<file path="src/rtl/dram_line_cache_if.sv">
`default_nettype none
// ============================================================================
// Module      : dram_line_cache_if
// Description : Client request/response bus plus DRAM bridge request bus for
//               the single-line DRAM cache. The slave modport is the cache.
// Revision    : 1.0 - initial release
// ============================================================================
interface dram_line_cache_if;
  // client side
  logic        req_valid;
  logic        req_ready;
  logic        req_wr;
  logic [7:0]  req_addr;
  logic [63:0] req_wdata;
  logic        flush_valid;
  logic        resp_valid;
  logic [63:0] resp_rdata;
  logic        flush_done;
  // bridge side
  logic        C_in_valid;
  logic        C_r_wb;
  logic [7:0]  C_addr;
  logic [63:0] C_data_w;
  logic        C_out_valid;
  logic [63:0] C_data_r;

  modport slave (
    input  req_valid, req_wr, req_addr, req_wdata, flush_valid,
    input  C_out_valid, C_data_r,
    output req_ready, resp_valid, resp_rdata, flush_done,
    output C_in_valid, C_r_wb, C_addr, C_data_w
  );

  modport master (
    output req_valid, req_wr, req_addr, req_wdata, flush_valid,
    output C_out_valid, C_data_r,
    input  req_ready, resp_valid, resp_rdata, flush_done,
    input  C_in_valid, C_r_wb, C_addr, C_data_w
  );
endinterface
`default_nettype wire

</file>
<file path="src/rtl/dram_line_cache.sv">
`default_nettype none
// ============================================================================
// Module      : dram_line_cache
// Description : One-line write-back cache in front of a DRAM bridge. Hits
//               respond the cycle after acceptance; misses write back a dirty
//               line and/or fill from DRAM. Flush writes back and invalidates.
// Revision    : 1.0 - initial release
// ============================================================================
module dram_line_cache (
  input  wire logic         clk,
  input  wire logic         rst_n,
  dram_line_cache_if.slave  bus
);

  typedef enum logic [2:0] {
    IDLE       = 3'd0,
    WB_REQ     = 3'd1,
    WB_WAIT    = 3'd2,
    FILL_REQ   = 3'd3,
    FILL_WAIT  = 3'd4,
    RESP       = 3'd5,
    FLUSH_DONE = 3'd6
  } state_t;

  state_t      r_state;
  // the cached line
  logic [7:0]  r_tag;
  logic [63:0] r_data;
  logic        r_valid;
  logic        r_dirty;
  // captured operation
  logic        r_flush;
  logic        r_wr;
  logic [7:0]  r_addr;
  logic [63:0] r_wdata;
  // registered outputs
  logic        r_resp_valid;
  logic [63:0] r_resp_rdata;
  logic        r_flush_done;
  logic        r_c_in_valid;
  logic        r_c_r_wb;
  logic [7:0]  r_c_addr;
  logic [63:0] r_c_data_w;

  logic        w_hit;

  assign w_hit          = r_valid && (r_tag == bus.req_addr);

  assign bus.req_ready  = (r_state == IDLE);
  assign bus.resp_valid = r_resp_valid;
  assign bus.resp_rdata = r_resp_rdata;
  assign bus.flush_done = r_flush_done;
  assign bus.C_in_valid = r_c_in_valid;
  assign bus.C_r_wb     = r_c_r_wb;
  assign bus.C_addr     = r_c_addr;
  assign bus.C_data_w   = r_c_data_w;

  // Control FSM, line storage and all registered outputs. Pulse outputs
  // default low each cycle; bridge address/data hold until the next request.
  always_ff @(posedge clk or negedge rst_n) begin
    if (!rst_n) begin
      r_state      <= IDLE;
      r_tag        <= '0;
      r_data       <= '0;
      r_valid      <= 1'b0;
      r_dirty      <= 1'b0;
      r_flush      <= 1'b0;
      r_wr         <= 1'b0;
      r_addr       <= '0;
      r_wdata      <= '0;
      r_resp_valid <= 1'b0;
      r_resp_rdata <= '0;
      r_flush_done <= 1'b0;
      r_c_in_valid <= 1'b0;
      r_c_r_wb     <= 1'b0;
      r_c_addr     <= '0;
      r_c_data_w   <= '0;
    end else begin
      r_resp_valid <= 1'b0;
      r_flush_done <= 1'b0;
      r_c_in_valid <= 1'b0;
      case (r_state)
        IDLE: begin
          // flush takes priority over a simultaneous request
          if (bus.flush_valid) begin
            r_flush <= 1'b1;
            if (r_valid && r_dirty) begin
              r_c_in_valid <= 1'b1;
              r_c_r_wb     <= 1'b0;
              r_c_addr     <= r_tag;
              r_c_data_w   <= r_data;
              r_state      <= WB_REQ;
            end else begin
              r_valid      <= 1'b0;
              r_flush_done <= 1'b1;
              r_state      <= FLUSH_DONE;
            end
          end else if (bus.req_valid) begin
            r_flush <= 1'b0;
            r_wr    <= bus.req_wr;
            r_addr  <= bus.req_addr;
            r_wdata <= bus.req_wdata;
            if (w_hit) begin
              if (bus.req_wr) begin
                r_data       <= bus.req_wdata;
                r_dirty      <= 1'b1;
                r_resp_rdata <= bus.req_wdata;
              end else begin
                r_resp_rdata <= r_data;
              end
              r_resp_valid <= 1'b1;
              r_state      <= RESP;
            end else if (r_valid && r_dirty) begin
              r_c_in_valid <= 1'b1;
              r_c_r_wb     <= 1'b0;
              r_c_addr     <= r_tag;
              r_c_data_w   <= r_data;
              r_state      <= WB_REQ;
            end else if (bus.req_wr) begin
              // clean write miss installs directly, no DRAM read needed
              r_tag        <= bus.req_addr;
              r_data       <= bus.req_wdata;
              r_valid      <= 1'b1;
              r_dirty      <= 1'b1;
              r_resp_rdata <= bus.req_wdata;
              r_resp_valid <= 1'b1;
              r_state      <= RESP;
            end else begin
              r_c_in_valid <= 1'b1;
              r_c_r_wb     <= 1'b1;
              r_c_addr     <= bus.req_addr;
              r_state      <= FILL_REQ;
            end
          end
        end
        WB_REQ: r_state <= WB_WAIT;
        WB_WAIT: begin
          // write-back completion: read data from the bridge is irrelevant
          if (bus.C_out_valid) begin
            r_dirty <= 1'b0;
            if (r_flush) begin
              r_valid      <= 1'b0;
              r_flush_done <= 1'b1;
              r_state      <= FLUSH_DONE;
            end else if (r_wr) begin
              r_tag        <= r_addr;
              r_data       <= r_wdata;
              r_valid      <= 1'b1;
              r_dirty      <= 1'b1;
              r_resp_rdata <= r_wdata;
              r_resp_valid <= 1'b1;
              r_state      <= RESP;
            end else begin
              r_c_in_valid <= 1'b1;
              r_c_r_wb     <= 1'b1;
              r_c_addr     <= r_addr;
              r_state      <= FILL_REQ;
            end
          end
        end
        FILL_REQ: r_state <= FILL_WAIT;
        FILL_WAIT: begin
          if (bus.C_out_valid) begin
            r_data       <= bus.C_data_r;
            r_tag        <= r_addr;
            r_valid      <= 1'b1;
            r_dirty      <= 1'b0;
            r_resp_rdata <= bus.C_data_r;
            r_resp_valid <= 1'b1;
            r_state      <= RESP;
          end
        end
        RESP:       r_state <= IDLE;
        FLUSH_DONE: r_state <= IDLE;
        default:    r_state <= IDLE;
      endcase
    end
  end

endmodule
`default_nettype wire

</file>
<file path="src/flat_wrapper.sv">
// flat-port wrapper written by rule: the top's interface ports become plain ports
module dram_line_cache_flat 
  (clk, rst_n, bus_req_valid, bus_req_wr, bus_req_addr, bus_req_wdata, bus_flush_valid, bus_C_out_valid, bus_C_data_r, bus_req_ready, bus_resp_valid, bus_resp_rdata, bus_flush_done, bus_C_in_valid, bus_C_r_wb, bus_C_addr, bus_C_data_w);
  dram_line_cache_if bus_i ();
  input  wire logic clk;
  input  wire logic rst_n;
  input wire logic [$bits(bus_i.req_valid)-1:0] bus_req_valid;
  input wire logic [$bits(bus_i.req_wr)-1:0] bus_req_wr;
  input wire logic [$bits(bus_i.req_addr)-1:0] bus_req_addr;
  input wire logic [$bits(bus_i.req_wdata)-1:0] bus_req_wdata;
  input wire logic [$bits(bus_i.flush_valid)-1:0] bus_flush_valid;
  input wire logic [$bits(bus_i.C_out_valid)-1:0] bus_C_out_valid;
  input wire logic [$bits(bus_i.C_data_r)-1:0] bus_C_data_r;
  output wire logic [$bits(bus_i.req_ready)-1:0] bus_req_ready;
  output wire logic [$bits(bus_i.resp_valid)-1:0] bus_resp_valid;
  output wire logic [$bits(bus_i.resp_rdata)-1:0] bus_resp_rdata;
  output wire logic [$bits(bus_i.flush_done)-1:0] bus_flush_done;
  output wire logic [$bits(bus_i.C_in_valid)-1:0] bus_C_in_valid;
  output wire logic [$bits(bus_i.C_r_wb)-1:0] bus_C_r_wb;
  output wire logic [$bits(bus_i.C_addr)-1:0] bus_C_addr;
  output wire logic [$bits(bus_i.C_data_w)-1:0] bus_C_data_w;
  assign bus_i.req_valid = bus_req_valid;
  assign bus_i.req_wr = bus_req_wr;
  assign bus_i.req_addr = bus_req_addr;
  assign bus_i.req_wdata = bus_req_wdata;
  assign bus_i.flush_valid = bus_flush_valid;
  assign bus_i.C_out_valid = bus_C_out_valid;
  assign bus_i.C_data_r = bus_C_data_r;
  assign bus_req_ready = bus_i.req_ready;
  assign bus_resp_valid = bus_i.resp_valid;
  assign bus_resp_rdata = bus_i.resp_rdata;
  assign bus_flush_done = bus_i.flush_done;
  assign bus_C_in_valid = bus_i.C_in_valid;
  assign bus_C_r_wb = bus_i.C_r_wb;
  assign bus_C_addr = bus_i.C_addr;
  assign bus_C_data_w = bus_i.C_data_w;
  dram_line_cache u_core (.clk(clk), .rst_n(rst_n), .bus(bus_i));
endmodule
</file>
<file path="config.mk">
export PLATFORM = sky130hd
export DESIGN_NAME = dram_line_cache_flat
export DESIGN_NICKNAME = d
export VERILOG_FILES = /design/src/rtl/dram_line_cache_if.sv /design/src/rtl/dram_line_cache.sv /design/src/flat_wrapper.sv
export SDC_FILE = /design/constraint.sdc
export NUM_CORES = 1
export LEC_CHECK = 0
export BUFFER_PORTS_ARGS = -buffer_cell sky130_fd_sc_hd__buf_2
export CAP_MARGIN = 20
export CELL_PAD_IN_SITES_DETAIL_PLACEMENT = 1
export CELL_PAD_IN_SITES_GLOBAL_PLACEMENT = 1
export CORE_ASPECT_RATIO = 1.1
export CORE_UTILIZATION = 47
export CTS_CLUSTER_SIZE = 25
export DETAILED_ROUTE_END_ITERATION = 12
export HOLD_SLACK_MARGIN = 0.08
export PLACE_DENSITY_LB_ADDON = 0.15
export SYNTH_ARGS = -nofsm -noshare
export SYNTH_HDL_FRONTEND = slang
export SYNTH_SLANG_ARGS = --single-unit
</file>
<file path="constraint.sdc">
create_clock -name clk -period 3.5 [get_ports clk]
set_clock_uncertainty 0.2 [all_clocks]
set_input_delay 0.35 -clock clk [delete_from_list [all_inputs] [get_ports clk]]
set_output_delay 0.35 -clock clk [all_outputs]
set_load 0.02 [all_outputs]
</file>
=== After elaboration in Yosys (flattened, before gate mapping) ===
Index checks and enable logic that the tools add are counted.

* Equality and inequality tests: 24
* Multiplexer cells: 107
* Bitwise operators: 1
* Reductions and logical operators: 16

{| class="wikitable"
|+ Operator list
! kind !! count
|-
| $mux 64 || 18
|-
| $pmux 64 s3 || 2
|-
| $mux 8 || 18
|-
| $mux 1 || 50
|-
| $mux 3 || 10
|-
| $pmux 8 s3 || 1
|-
| $reduce_and 8->1 || 3
|-
| $ne 2x2->1 const B || 10
|-
| $pmux 8 s2 || 1
|-
| $pmux 3 s5 || 1
|-
| $ne 3x2->1 const B || 4
|-
| $reduce_and 10->1 || 1
|-
| $ne 3x3->1 const B || 3
|-
| $pmux 1 s3 || 3
|-
| $reduce_and 3->1 || 3
|-
| $reduce_and 9->1 || 1
|-
| $eq 8x8->1 || 1
|-
| $eq 3x2->1 const B || 2
|-
| $pmux 1 s2 || 3
|-
| $reduce_and 6->1 || 1
|-
| $reduce_bool 2->1 || 2
|-
| $eq 3x1->1 const B || 1
|-
| $eq 3x3->1 const B || 1
|-
| $logic_not 3->1 || 1
|-
| other kinds (6) || 7
|}

* Bits in registers: 291
* Input bits: 142
* Output and inout bits: 141
* Logic and storage cells: 164

=== Depth between registers and ports, before layout ===
* Word-level depth: 6
* Gate-level depth with buffers: 10
* Mapped depth without buffers: 6

=== Least setup slack after synthesis ===
Ideal clock, no wire load.

* Path type: reg-to-reg
* From: register u_core.r_state[0]
* To: register u_core.r_tag[0]
* Library setup time: 0.125 ns
* Arrival time: 1.962 ns
* Required time: 3.175 ns
* Slack: 1.213 ns
* Cell stages (with the launch flop): 9
* Buffers on the path: 2
* Clock period less this slack: 2.287 ns
* Cells stage by stage: dfrtp_1 > buf_6 > or3_1 > buf_4 > clkinv_8 > nand3_4 > o22ai_2 > a21boi_4 > mux2_4

* Longest elaborated chain between the ends: 3
* Elaborated cells on any way between the ends: 15
* Those cells by class: eq/ne (11); mux (1); reduce/logical (3)

{| class="wikitable"
|+ Ends and longest elaborated chain
! element !! line !! source
|-
| from (decl) || dram_line_cache.sv:25 || <nowiki>state_t r_state;</nowiki>
|-
| from (signal assigned) || dram_line_cache.sv:62 || <nowiki>r_state <= IDLE;</nowiki>
|-
| from (signal assigned) || dram_line_cache.sv:92 || <nowiki>r_state <= WB_REQ;</nowiki>
|-
| from (signal assigned) || dram_line_cache.sv:96 || <nowiki>r_state <= FLUSH_DONE;</nowiki>
|-
| $logic_not 3->1 (*) || - ||
|-
| named net bus_req_ready || flat_wrapper.sv:14 || <nowiki>output wire logic [$bits(bus_i.req_ready)-1:0] bus_req_ready;</nowiki>
|-
| $ne 2x2->1 (no line) / $reduce_bool 3->1 (equally long branches) || - ||
|-
| $reduce_and 10->1 (no line) || - ||
|-
| to (signal assigned) || dram_line_cache.sv:121 || <nowiki>r_tag <= bus.req_addr;</nowiki>
|-
| to (signal assigned) || dram_line_cache.sv:146 || <nowiki>r_tag <= r_addr;</nowiki>
|-
| to (signal assigned) || dram_line_cache.sv:165 || <nowiki>r_tag <= r_addr;</nowiki>
|-
| to (decl) || dram_line_cache.sv:27 || <nowiki>logic [7:0] r_tag;</nowiki>
|}

Mark *: on every way through the listed nets, which the timed path passes. The rest lies on a longest branch.
A chain may end at the register's enable or synchronous reset.

=== Final worst setup path ===
* From: input port bus_req_addr[1]
* To: register u_core.r_resp_rdata[37] (netlist: u_core.bus.resp_rdata[37])

* Longest elaborated chain between the ends: 6
* Elaborated cells on any way between the ends: 9
* Those cells by class: eq/ne (3); mux (4); reduce/logical (2)

{| class="wikitable"
|+ Ends and longest elaborated chain
! element !! line !! source
|-
| from (decl) || flat_wrapper.sv:9 || <nowiki>input wire logic [$bits(bus_i.req_addr)-1:0] bus_req_addr;</nowiki>
|-
| $eq 8x8->1 (*) || dram_line_cache.sv:47 || <nowiki>assign w_hit = r_valid && (r_tag == bus.req_addr);</nowiki>
|-
| $logic_and 1x1->1 (*) || dram_line_cache.sv:47 ||
|-
| $mux 64 || dram_line_cache.sv:103 || <nowiki>if (w_hit) begin</nowiki>
|-
| $mux 64 || dram_line_cache.sv:98 || <nowiki>end else if (bus.req_valid) begin</nowiki>
|-
| $mux 64 || dram_line_cache.sv:85 || <nowiki>if (bus.flush_valid) begin</nowiki>
|-
| $pmux 64 s3 || dram_line_cache.sv:82 || <nowiki>case (r_state)</nowiki>
|-
| to (signal assigned) || dram_line_cache.sv:107 || <nowiki>r_resp_rdata <= bus.req_wdata;</nowiki>
|-
| to (signal assigned) || dram_line_cache.sv:109 || <nowiki>r_resp_rdata <= r_data;</nowiki>
|-
| to (signal assigned) || dram_line_cache.sv:125 || <nowiki>r_resp_rdata <= bus.req_wdata;</nowiki>
|-
| to (decl) || dram_line_cache.sv:38 || <nowiki>logic [63:0] r_resp_rdata;</nowiki>
|}

Mark *: on every way between the ends. The rest lies on a longest branch, timed or not. The select of a mux whose other input is x is not followed.

==> impl_metrics.yaml <==
power:
  p_int_w: 0.00998
  p_clk_share_pct: 18.8
  seq_power_share_pct: 35.9
  worst_ir_drop_vdd_mv: 0.822
  p_leak_nw: 7.79
  power_density_nw_per_um2: 974
  p_comb_share_pct: 45.3
  p_sw_w: 0.00724
  sw_frac_of_total_pct: 42.0
global_routing:
  grt_max_degree: 137
  grt_pass1_wl_mm: 76.5
  use_met1_pct: 42.5
  antenna_found_initial: 1
  track_usage_pct: 33.4
  top_usage_layer: "met2"
  grt_use_met2_pct: 55.0
  grt_pass1_vias: 13299
  grt_use_met3_pct: 6.32
  overflow: 0
logic_synthesis:
  synth-warning-count: 0
  syn_area_um2: 13500
  syn_nets: 1278
  ys_ff_latch: 291
  synthFlopType: "dfrtp_1"
  syn_inst: 1136
  synth-async-reset-ratio_pct: 100
  avgSynthCellArea_um2: 11.8
  synth_edf_count: 0
  seq_area_frac_synth_pct: 54.1
  yosysUniqueCellTypes: 54
place:
  io_buffers: 282
  place_inst: 1707
  dpl_worst_slack_ns: 0.493
  dp_hpwl_mm: 26.5
  gp_congestion: 0.795
sta:
  min_period_ns: 3.15
  slew_violations: 0
  min_period_over_period_pct: 90.0
  finalHoldViolCount: 0
  hold_slack_ns: 0.210
  timing.final.ws_setup_ns: 0.350
  slew-limit-headroom_pct: 30.0
  rsz0062_at_grt: "false"
  worst_pin_slew_ns: 1.05
  finalSetupViolCount: 0
  max_freq_ghz: 0.317
  fin_setup_tns_ns: 0
detailed_routing:
  viasPerCell: 6.29
  dr.first_iter.drc_count: 1005
  vias: 11982
  drt_wl_total_mm: 48.4
  drt_first_pass_iters: 5
  drc: 0
  detail-route-antenna-nets: 0
  wl_per_cell_um: 25.4
status:
  status: "complete, no violations"
clock_network:
  cts_made_buffers: 31
  cts-root-buf: "clkbuf_16"
  cts_resized: 0
  insertion_delay_ns: 0.56
  cts.sinks: 291
  cts_tree: "built"
  clk_path_buf_depth: 3
  htreeDepth: 1
  clk_pin_slew_ns: 0.06
worst_setup_path:
  startpoint_type: "input pin"
  endpoint_kind: "flip-flop"
  critPathKind: "input pin to flip-flop"
  arrival_ns: 3.35
  cp.required_ns: 3.70
  path_max_fanout: 64
cells_and_area:
  area_growth_pct: 31.4
  drive_above_1_share_pct: 31.3
  finalNonFillerCells: 1905
  layout_common_cells: "dfrtp_1, buf_2, dlygate4sd3_1"
  final_common_cell: "dfrtp_1"
  final_nets: 1662
floorplan:
  fp.coreArea_um2: 27900
  io_pins: 283
  design.die.area_um2: 29300
  die_width_um: 163
  rows: 64
  initial_core_util_pct: 48.1
  die_h_um: 179
run:
  max-cap-violations: 0
min_path:
  hp-class: "input pin to async pin"
## critical path, cell delays in order
cell	delay, ns
dlygate4sd3_1	0.53
buf_2	0.16
xnor2_1	0.20
nand4_1	0.33
buf_4	0.28
or4_2	0.64
buf_4	0.43
nand3_1	0.25
a41oi_1	0.16
## synthesized netlist by cell type (2+ instances only)
master / instances / area [µm²]
mux2_1: 49 / 552
buf_2: 45 / 225
a21oi_1: 5 / 25.0
o31ai_1: 2 / 15.0
nor2_1: 6 / 22.5
a21boi_0: 64 / 480
mux2_2: 96 / 1080
buf_1: 14 / 52.6
nand3_1: 132 / 661
inv_1: 3 / 11.3
nand2b_1: 5 / 31.3
xnor2_1: 8 / 70.1
a31oi_1: 4 / 25.0
nor3_1: 65 / 325
dfrtp_1: 291 / 7280
mux2i_1: 8 / 80.1
buf_4: 7 / 52.6
nand2_1: 42 / 158
mux2_4: 8 / 120
nand4_1: 2 / 12.5
clkbuf_1: 36 / 135
o21ai_0: 17 / 85.1
a41oi_1: 64 / 561
o2bb2ai_1: 64 / 561
a22oi_1: 65 / 488
buf_6: 6 / 67.6
## power by group through the flow
stage               logic (W)  registers (W)  clock network, W
global placement      0.00721        0.00606                 0
finish                0.00779        0.00618           0.00325
CTS                   0.00767        0.00610           0.00328
floorplan             0.00418        0.00670                 0
detailed placement    0.00748        0.00612                 0
global route          0.00836        0.00635           0.00341
## repair_timing
item / in CTS / in global routing
hold buffers: 143 / 0
setup endpoints to repair: 0 / 0
endpoints found under the hold margin: 296 / 0
buffers inserted: 0 / 0
## cells by family (layout without fill, tap and decap cells)
group	after synthesis	count (layout)	share of synthesized area, %
other	0	1	0
muxes	161	161	13.6
and+or+nand+nor	265	265	9.85
DFF	291	291	54.1
buffers and inverters	112	517	4.17
xor gates and xnor gates	8	8	0.521
AOI/OAI and AO/OA	299	299	17.7
## registers in the layout, indices dropped and copies added, names as in the netlist
signal / count
u_core.bus.resp_rdata: 64
u_core.r_tag: 8
u_core.bus.C_addr: 8
u_core.r_wr: 1
u_core.bus.C_in_valid: 1
u_core.r_dirty: 1
u_core.r_addr: 8
u_core.r_valid: 1
u_core.r_state: 3
u_core.bus.flush_done: 1
u_core.bus.resp_valid: 1
u_core.r_flush: 1
u_core.bus.C_r_wb: 1
u_core.bus.C_data_w: 64
u_core.r_wdata: 64
u_core.r_data: 64
## metal layers
metal | vias to the layer above | routed length, µm
met2 | 555 | 23900
met1 | 6198 | 19300
met5 | - | 0
met4 | 0 | 1860
met3 | 130 | 3360
li1 | 5099 | -
## final timing paths
kind | startpoint | endpoint | slack [ns] | depth (start not counted)
worst max-delay path | bus_req_addr[1] | u_core.bus.resp_rdata[37] | 0.35 | 9
worst min-delay path | rst_n | u_core.bus.C_addr[2] | 0.21 | 2
worst max register to register | u_core.r_tag[1] | u_core.bus.resp_rdata[37] | 0.44 | 7
worst min register to register | u_core.bus.C_data_w[31] | u_core.bus.C_data_w[31] | 0.29 | 1
max in group asynchronous | rst_n | u_core.bus.C_data_w[27] | 2.02 | 3
min in group clk | u_core.bus.C_data_w[31] | u_core.bus.C_data_w[31] | 0.29 | 1
## per-stage QoR
step | utilization [%] | power (W) | instance area [µm²]
5_1_grt | 63.3 | 0.0181 | 17700
6_report | 63.3 | 0.0172 | 17700
4_1_cts | 63.2 | 0.0170 | 17700
2_1_floorplan | - | 0.0109 | 13500
3_3_place_gp | 54.6 | 0.0133 | 15300
3_5_place_dp | 54.6 | 0.0136 | 15300
## final cells by class
class	instances	area [µm²]
clock buffers	45	878
repair buffers	459	3260
fillers	2866	10300
multi-input cells	733	5680
well taps	363	454
clock inverters	9	98.8
inverters	4	27.5
diodes	1	2.50
flip-flops and latches	291	7280
Note: power is estimated with default switching activity, not from simulation.
